$ cat src/rtl/alu_sequencer_pkg.sv
// Shared constants for the ALU sequencer: LEGv8 opcodes, ALU control codes, FSM states.
package alu_sequencer_pkg;

    localparam logic [10:0] OP_ADD  = 11'b10001011000;
    localparam logic [10:0] OP_SUB  = 11'b11001011000;
    localparam logic [10:0] OP_AND  = 11'b10001010000;
    localparam logic [10:0] OP_ORR  = 11'b10101010000;
    localparam logic [10:0] OP_LDUR = 11'b11111000010;
    localparam logic [10:0] OP_STUR = 11'b11111000000;
    localparam logic [7:0]  OP_CBZ  = 8'b10110100;

    localparam logic [3:0] ALU_AND     = 4'b0000;
    localparam logic [3:0] ALU_ORR     = 4'b0001;
    localparam logic [3:0] ALU_ADD     = 4'b0010;
    localparam logic [3:0] ALU_SUB     = 4'b0110;
    localparam logic [3:0] ALU_PASSB   = 4'b0111;
    localparam logic [3:0] ALU_ILLEGAL = 4'b1111;

    typedef enum logic [1:0] {
        IDLE = 2'd0,
        EXEC = 2'd1,
        RESP = 2'd2
    } state_t;

endpackage

$ cat src/rtl/alu_opdecoder.sv
// Combinational LEGv8 opcode decode to a 4-bit ALU control plus an illegal flag.
module alu_opdecoder
    import alu_sequencer_pkg::*;
(
    input  logic [31:0] instr,
    output logic [3:0]  alu_control,
    output logic        illegal
);

    // Only the opcode field is decoded; the operand fields are ignored.
    logic unused_fields;
    assign unused_fields = ^instr[20:0];

    always_comb begin
        alu_control = ALU_ILLEGAL;
        illegal     = 1'b0;
        case (instr[31:21])
            OP_ADD, OP_LDUR, OP_STUR: alu_control = ALU_ADD;
            OP_SUB:                   alu_control = ALU_SUB;
            OP_AND:                   alu_control = ALU_AND;
            OP_ORR:                   alu_control = ALU_ORR;
            default: begin
                // CBZ only has an 8-bit opcode, so it is tried after the 11-bit set.
                if (instr[31:24] == OP_CBZ) begin
                    alu_control = ALU_PASSB;
                end else begin
                    alu_control = ALU_ILLEGAL;
                    illegal     = 1'b1;
                end
            end
        endcase
    end

endmodule

$ cat src/rtl/alu_sequencer.sv
// Single-outstanding request sequencer around an external combinational ALU:
// IDLE accepts and decodes, EXEC drives the ALU and captures, RESP holds until consumed.
module alu_sequencer
    import alu_sequencer_pkg::*;
#(
    parameter int unsigned N = 64
) (
    input  logic         clk,
    input  logic         reset,
    input  logic         req_valid,
    output logic         req_ready,
    input  logic [31:0]  req_instr,
    input  logic [N-1:0] req_a,
    input  logic [N-1:0] req_b,
    output logic [N-1:0] alu_a,
    output logic [N-1:0] alu_b,
    output logic [3:0]   alu_control,
    input  logic [N-1:0] alu_result,
    input  logic         alu_zero,
    output logic         rsp_valid,
    input  logic         rsp_ready,
    output logic [N-1:0] rsp_result,
    output logic         rsp_zero,
    output logic         rsp_illegal,
    output logic [15:0]  op_count
);

    state_t       state_q, state_d;
    logic [N-1:0] a_q, b_q;
    logic [3:0]   ctrl_q;
    logic         illegal_q;
    logic [N-1:0] result_q;
    logic         zero_q;
    logic [15:0]  count_q;

    logic [3:0]   dec_control;
    logic         dec_illegal;
    logic         accept;

    alu_opdecoder u_dec (
        .instr       (req_instr),
        .alu_control (dec_control),
        .illegal     (dec_illegal)
    );

    assign accept = req_valid && req_ready;

    always_comb begin
        state_d     = state_q;
        req_ready   = 1'b0;
        rsp_valid   = 1'b0;
        alu_a       = '0;
        alu_b       = '0;
        alu_control = 4'b0000;
        case (state_q)
            IDLE: begin
                // Held low during reset so no accept lands on the reset edge.
                req_ready = !reset;
                if (req_valid && !reset) begin
                    state_d = EXEC;
                end
            end
            EXEC: begin
                alu_a       = a_q;
                alu_b       = b_q;
                alu_control = ctrl_q;
                state_d     = RESP;
            end
            RESP: begin
                rsp_valid = 1'b1;
                if (rsp_ready) begin
                    state_d = IDLE;
                end
            end
            default: state_d = IDLE;
        endcase
    end

    always_ff @(posedge clk) begin
        if (reset) begin
            state_q   <= IDLE;
            a_q       <= '0;
            b_q       <= '0;
            ctrl_q    <= 4'b0000;
            illegal_q <= 1'b0;
            result_q  <= '0;
            zero_q    <= 1'b0;
            count_q   <= '0;
        end else begin
            state_q <= state_d;
            if (accept) begin
                a_q       <= req_a;
                b_q       <= req_b;
                ctrl_q    <= dec_control;
                illegal_q <= dec_illegal;
            end
            if (state_q == EXEC) begin
                result_q <= alu_result;
                zero_q   <= alu_zero;
            end
            if (state_q == RESP && rsp_ready) begin
                count_q <= count_q + 16'd1;
            end
        end
    end

    assign rsp_result  = result_q;
    assign rsp_zero    = zero_q;
    assign rsp_illegal = illegal_q;
    assign op_count    = count_q;

endmodule

$ cat config.mk
export PLATFORM = sky130hd
export DESIGN_NAME = alu_sequencer
export DESIGN_NICKNAME = d
export VERILOG_FILES = /design/src/rtl/alu_sequencer_pkg.sv /design/src/rtl/alu_opdecoder.sv /design/src/rtl/alu_sequencer.sv
export SDC_FILE = /design/constraint.sdc
export NUM_CORES = 1
export LEC_CHECK = 0
export BUFFER_PORTS_ARGS = -buffer_cell sky130_fd_sc_hd__buf_2
export CAP_MARGIN = 10
export CORE_ASPECT_RATIO = 0.5
export CORE_MARGIN = 10
export CORE_UTILIZATION = 25
export DETAILED_ROUTE_END_ITERATION = 16
export PLACE_DENSITY = 0.46
export SETUP_SLACK_MARGIN = 0.5
export SYNTH_ARGS = -nofsm -noshare
export SYNTH_HDL_FRONTEND = slang
export SYNTH_SLANG_ARGS = --single-unit
$ cat constraint.sdc
create_clock -name clk -period 5.15 [get_ports clk]
set_input_delay 1.03 -clock clk [delete_from_list [all_inputs] [get_ports clk]]
set_output_delay 1.03 -clock clk [all_outputs]
set_load 0.01 [all_outputs]
==> results.md, run 1 <==
- Status: finished clean
- Reg2reg path depth: 6
- Crit path capture type: output pin
- HPWL after DPL: approximately 24000 um
- GP Congestion: roughly 0.77
- P&R area growth vs syn: 39.0%
- Worst r2r src: state_q[1]$_SDFFE_PP0P_
- Htree depth: 1
- Met3 wire len: between 1000 and 1500 um
- CTS Hold Bufs: 0
- Io pins: ~450
- Reg2reg end: b_q[39]$_SDFFE_PP0P_
- Mean Syn Cell Area: ~7.7 um^2
- Grt ovf: 0
- First-pass GRT wire length: just under 50000 um
- Syn. warnings: 0
- Synthesized area: approximately 8500 um^2
- Root Buffer: clkbuf_16
- Max Clk Rate: 277 MHz
- RSZ-0062 raised after global routing: no
- Unique masters post-synth: 38
- Area contributors post-synth: dfxtp_1 (51%), nand2_1 (18%), a21oi_1 (12%)
- Initial DRC Count: between 500 and 600
- Final setup fails: 0
- Drt via density: about 4.4
- CTS-repair resized insts: 0
- Crit start category: register
- Metal-1 WL: 12300 um
- DIE WIDTH: between 200 and 300 um
- Max layer used: met4
- Seq/Total Area, Yosys: about half
- Largest net degree at the start of global routing: roughly 120
- CTS sink cnt: between 200 and 250
- Row cnt: 47
- Detail Route Antenna Nets: 0
- Total vias in the final route: 8608
- Layout cell share with drive strength beyond 1: around a third
- Required @ worst endpoint: slightly above 4000 ps
- Commonest cells after routing, fill and taps aside: buf_2 (422), nand2_1 (397), dfxtp_1 (216)
- Overall Power: slightly above 4000 uW
- Final Critical Period: around 3600 ps
- Post-synth top area cell: dfxtp_1
- CP endpoint: alu_b[18]
- CTS max path bufs: 3
- Die Ht: around 150 um
- Setup TNS: 0 ps
- Worst-path clk slew: around 60 ps
- Cell Area, Placed: 10900 um^2
- Gr usage total: about 15%
- # DRC: 0
- Crit Path Class: register to output pin
- Starting Density: around a quarter
- Power Dens Cells: roughly 340 nW/um^2
- Max-Cap Viols: 0
- Metal2 WL: between 15000 and 20000 um
- DR pass1 iterations: 5
- Critical Path Source: state_q[1]$_SDFFE_PP0P_
- Fin crit share: 70.1%
- Worst skew pair latency: roughly 520 ps
- Mapped Nets: around 1300
- CTS tree: yes
- Vias in the first global route: slightly above 8000
- Core area: approximately 33000 um^2
- Port-buffer cells: between 400 and 500
- Peak VDD IR: approximately 0.15 mV
- Top-area cell type share of the netlist area: 50.9%
- Slew Viols, Final: 0
- Initial antenna violation count: 4
- Worst relative slew slack: between 30% and 40%
- Final hold violations: 0
- Pleak: between 0.005 and 0.006 uW
- Design area: 11800 um^2
- Gate Count Post-Synth: 1110
- Clk_skew: 9.81 ps
- Slew @ Worst Pin: 1050 ps
- WL final: around 33000 um
- Max FO, Critical Path: between 100 and 150
- FF+latch count, synth: ~220
- Nets: between 1500 and 2000
- Worst Path Arrival: approximately 2600 ps
- Worst Hold Depth: 2
- Most common cell after layout, fill and taps aside: buf_2
- Routed wire length per instance: about 17 um
- Worst reg-to-reg setup slack: between 2000 and 2500 ps
- Post-CTS Setup Bufs: 0
- CTS buffer count: 24
- DIE AREA: between 40000 and 50000 um^2
- HP Class: register to register
==> cell families after synthesis <==
kind of cell	after synthesis	synth area share, %
adder cells (fa/ha/maj)	1	0.147
AND/OR/NAND/NOR	583	31.0
AO/OA/AOI/OAI	212	12.7
buffers and inverters	86	3.97
XOR/XNOR	9	0.927
flip-flops	216	50.9
multiplexers	3	0.383
==> layer usage <==
layer,vias to the layer above,global-route usage [%]
li1,4304,-
met1,4046,15.4
met2,198,28.3
met3,60,2.77
met4,0,5.38
met5,-,0
==> state kept, by name (all words and copies together) (netlist names) <==
| name | flops |
|---|---|
| op_count | 16 |
| a_q | 64 |
| b_q | 64 |
| ctrl_q | 4 |
| rsp_illegal | 1 |
| state_q | 2 |
| rsp_result | 64 |
| rsp_zero | 1 |
==> how the worst min path moves through the flow <==
stage,slack (ps),to,start
global placement,440,rsp_illegal$_SDFFE_PP0P_,rsp_illegal$_SDFFE_PP0P_
global route,460,b_q[2]$_SDFFE_PP0P_,b_q[2]$_SDFFE_PP0P_
CTS,450,ctrl_q[3]$_SDFFE_PP0P_,ctrl_q[3]$_SDFFE_PP0P_
floorplan,420,ctrl_q[3]$_SDFFE_PP0P_,ctrl_q[3]$_SDFFE_PP0P_
finish,440,ctrl_q[3]$_SDFFE_PP0P_,ctrl_q[3]$_SDFFE_PP0P_
detailed placement,440,ctrl_q[3]$_SDFFE_PP0P_,ctrl_q[3]$_SDFFE_PP0P_
==> power by group <==
group | internal, uW | total, uW | switching [uW]
Clock | 1160 | 1880 | 721
Sequential | 1750 | 1780 | 33.9
Combinational | 149 | 381 | 232
==> cell type report <==
cell class / count / area [um^2]
multi-input combinational: 808 / 3850
sequential: 216 / 4320
inverter: 4 / 17.5
timing repair buffer: 430 / 2200
fill: 3618 / 21500
tap: 441 / 552
antenna: 4 / 10.0
clock inverter: 8 / 144
clock buffer: 36 / 717
==> Yosys cell counts <==
library cell	count
a21oi_1	199
a22oi_1	1
a31oi_1	1
a32oi_1	1
a41oi_1	1
and2_1	132
and2b_1	1
and3_1	1
and4_1	1
buf_1	5
buf_2	12
clkbuf_1	65
dfxtp_1	216
ha_1	1
inv_1	4
mux2_2	2
mux2i_1	1
nand2_1	398
nand2b_1	3
nand3_1	6
nand3b_1	1
nand3b_4	1
nand4_1	3
nand4b_1	1
nor2_1	15
nor2b_1	4
nor3_1	5
nor3b_1	1
nor4_1	2
nor4b_1	1
nor4bb_1	2
o211ai_1	1
o21ai_0	7
o21bai_1	1
or3_1	4
or4_4	1
xnor2_1	6
xor2_1	3
==> worst max-delay path: stages (launching register included) <==
cell     delay (ps)
dfxtp_1         360
and2b_4         820
buf_12          460
and2_1          190
buf_2           150
==> per-stage QoR <==
step / setup WS (ps) / utilization [%] / hold WS [ps] / cells
after floorplan: 2700 / - / 415 / 1110
after global placement: 1330 / 32.9 / 436 / 1899
after detailed placement: 1310 / 32.9 / 440 / 1899
after CTS: 1460 / 35.5 / 450 / 1943
after global routing: 1330 / 35.5 / 464 / 1947
final: 1540 / 35.5 / 445 / 1947
(Power assumes the default switching activity.)
==> run 2, diff against run 1 <==
--- a/config.mk
+++ b/config.mk
@@ -5,6 +5,7 @@
 export SDC_FILE = /design/constraint.sdc
 export NUM_CORES = 1
 export LEC_CHECK = 0
+export ABC_AREA = 1
 export BUFFER_PORTS_ARGS = -buffer_cell sky130_fd_sc_hd__buf_2
 export CAP_MARGIN = 10
 export CORE_ASPECT_RATIO = 0.5
==> constraint.sdc (replaced) <==
create_clock -name clk -period 3.6 [get_ports clk]
set_input_delay 0.72 -clock clk [delete_from_list [all_inputs] [get_ports clk]]
set_output_delay 0.72 -clock clk [all_outputs]
set_load 0.01 [all_outputs]
==> results.md, run 2 <==
- Final setup fails: 0
- Power Dens Cells: 473 nW/um^2
- Most used DFF post-synth: dfxtp_1
- Post-synth top area cell: dfxtp_1
- Fin crit share: between 70% and 80%
- DIE AREA: about 42000 um^2
- Mean Syn Cell Area: ~7.3 um^2
- GP Congestion: 0.790
- Max-Cap Viols: 0
- Top cells by count, synth: nor2_1 (290), dfxtp_1 (216), inv_1 (163)
- Status: finished clean
- Crit Path Class: register to output pin
- HPWL after DPL: about 24000 um
- DR pass1 iterations: 4
- Post-CTS Setup Bufs: 0
- CTS sink cnt: approximately 220
- P&R area growth vs syn: 37.0%
- Worst relative slew slack: approximately 54%
- Worst skew pair latency: slightly above 500 ps
- Setup TNS: 0 ps
- Gr usage total: 14.4%
- Drt via density: between 4 and 5
- Max FO, Critical Path: slightly below 50
- Met3 wire len: roughly 980 um
- Crit path capture type: output pin
- Final Critical Period: between 2000 and 3000 ps
- DIE WIDTH: about 280 um
- Starting Density: 25.5%
- Total vias in the final route: approximately 8400
- Metal-1 WL: about 12000 um
- Htree depth: 1
- Initial antenna violation count: 5
- FF+latch count, synth: ~220
- Post-synth ARST share: 0%
- First-pass GRT wire length: approximately 48000 um
- CTS-repair resized insts: 0
- Max Clk Rate: between 300 and 400 MHz
- Required @ worst endpoint: roughly 2900 ps
- Row cnt: 47
- Largest net degree at the start of global routing: 96
- Final hold violations: 0
- HP Class: primary input to register
- Port-buffer cells: around 420
- Most numerous cell in the Yosys netlist: nor2_1
- Unique masters post-synth: 24
- Multi-input logic area: 3190 um^2
- Max layer used: met4
- Slowest cell on the critical path: buf_4
- Mapped Nets: about 1400
- Synthesized area: approximately 8500 um^2
- Syn. warnings: 0
- Area contributors post-synth: dfxtp_1 (51%), nor2_1 (13%), o21ai_0 (9.5%)
- Crit path cell chain: nor2_4, inv_6, buf_4, nor2_1, buf_2
- Die Ht: between 150 and 200 um
- Routed wire length per instance: roughly 16 um
- Max incr delay on CP: between 400 and 500 ps
- Metal2 WL: 18800 um
- Grt ovf: 0
- Number of enable flip-flop cells after synthesis: 0
- Most common cell after layout, fill and taps aside: buf_2
- Core area: about 33000 um^2
- Seq/Total Area, Yosys: roughly half
- Pleak: 0.00567 uW
- Post-layout util: 35.0%
- CTS tree: yes
- Root Buffer: clkbuf_16
- Initial DRC Count: 353
- Critical Path Source: state_q[1]$_SDFFE_PP0P_
- CTS max path bufs: 3
- Overall Power: ~5500 uW
- Detail Route Antenna Nets: 0
- # DRC: 0
- Slew @ Worst Pin: 688 ps
- Fill cells: around 3700
- Worst r2r src: state_q[1]$_SDFFE_PP0P_
- Slew Viols, Final: 0
- HP Start: alu_result[60]
- Reg area: 4320 um^2
- Commonest cells after routing, fill and taps aside: buf_2 (423), nor2_1 (289), dfxtp_1 (216)
- CTS buffer count: 23
- RSZ-0062 raised after global routing: no
- CTS Hold Bufs: 0
- WL final: roughly 33000 um
- Worst-path clk slew: about 60 ps
- Vias in the first global route: between 7000 and 8000
- Io pins: ~450
- Top-area cell type share of the netlist area: about half
- Peak VDD IR: between 0.2 and 0.3 mV
- Gate Count Post-Synth: between 1000 and 1500
- Worst Path Arrival: approximately 2000 ps
- Layout cell share with drive strength beyond 1: 30.7%
- Crit start category: register
- Nets: about 1800
- Clk_skew: between 5 and 6 ps
[run 2: critical path, delay by kind of cell (launching register included)]
family / cells / cell delay, ps
flip-flops: 1 / 420
buffers and inverters: 3 / 910
AND/OR/NAND/NOR: 2 / 160
[run 2: power breakdown]
group | switching (uW) | internal (uW)
clock | 977 | 1240
sequential | 49.2 | 2550
combinational | 429 | 268
total | 1460 | 4060
[run 2: final timing paths]
check / to / slack [ps] / cells after the start
hold / removal: rsp_result[60]$_SDFFE_PP0N_ / 430 / 3
setup reg to reg: a_q[15]$_SDFFE_PP0P_ / 1820 / 7
hold reg to reg: b_q[52]$_SDFFE_PP0P_ / 450 / 2
setup / recovery: alu_a[27] / 870 / 5
[run 2: cells by family after synthesis]
group	synth area share, %
fa+ha+maj	0.147
simple gates	16.6
compound gates	20.4
flops	50.8
xor+xnor	0.103
buf+inv	12.0
[run 2: through the flow]
stage | instances | worst slack [ps] | area, um^2 | hold slack, ps
after floorplan | 1173 | 1750 | 8510 | 429
after global placement | 1971 | 1330 | 11000 | 441
after detailed placement | 1971 | 1340 | 11000 | 445
after CTS | 2006 | 804 | 11700 | 396
after global routing | 2010 | 686 | 11700 | 413
final | 2011 | 868 | 11700 | 430
[run 2: cell type report]
type                            count  share of cell area (%)
Sequential cell                   216                    37.1
Tap cell                          441                    4.73
Clock buffer                       31                    5.53
Clock inverter                      4                   0.172
Multi-Input combinational cell    709                    27.3
Antenna cell                        5                   0.107
Inverter                          168                    5.47
Timing Repair Buffer              437                    19.6
[run 2: metal layers]
layer  global-route usage [%]  vias to the layer above
met2                     28.9                      120
li1                         -                     4458
met3                     2.35                       39
met1                     15.0                     3823
met4                     4.44                        0
met5                        0                        -
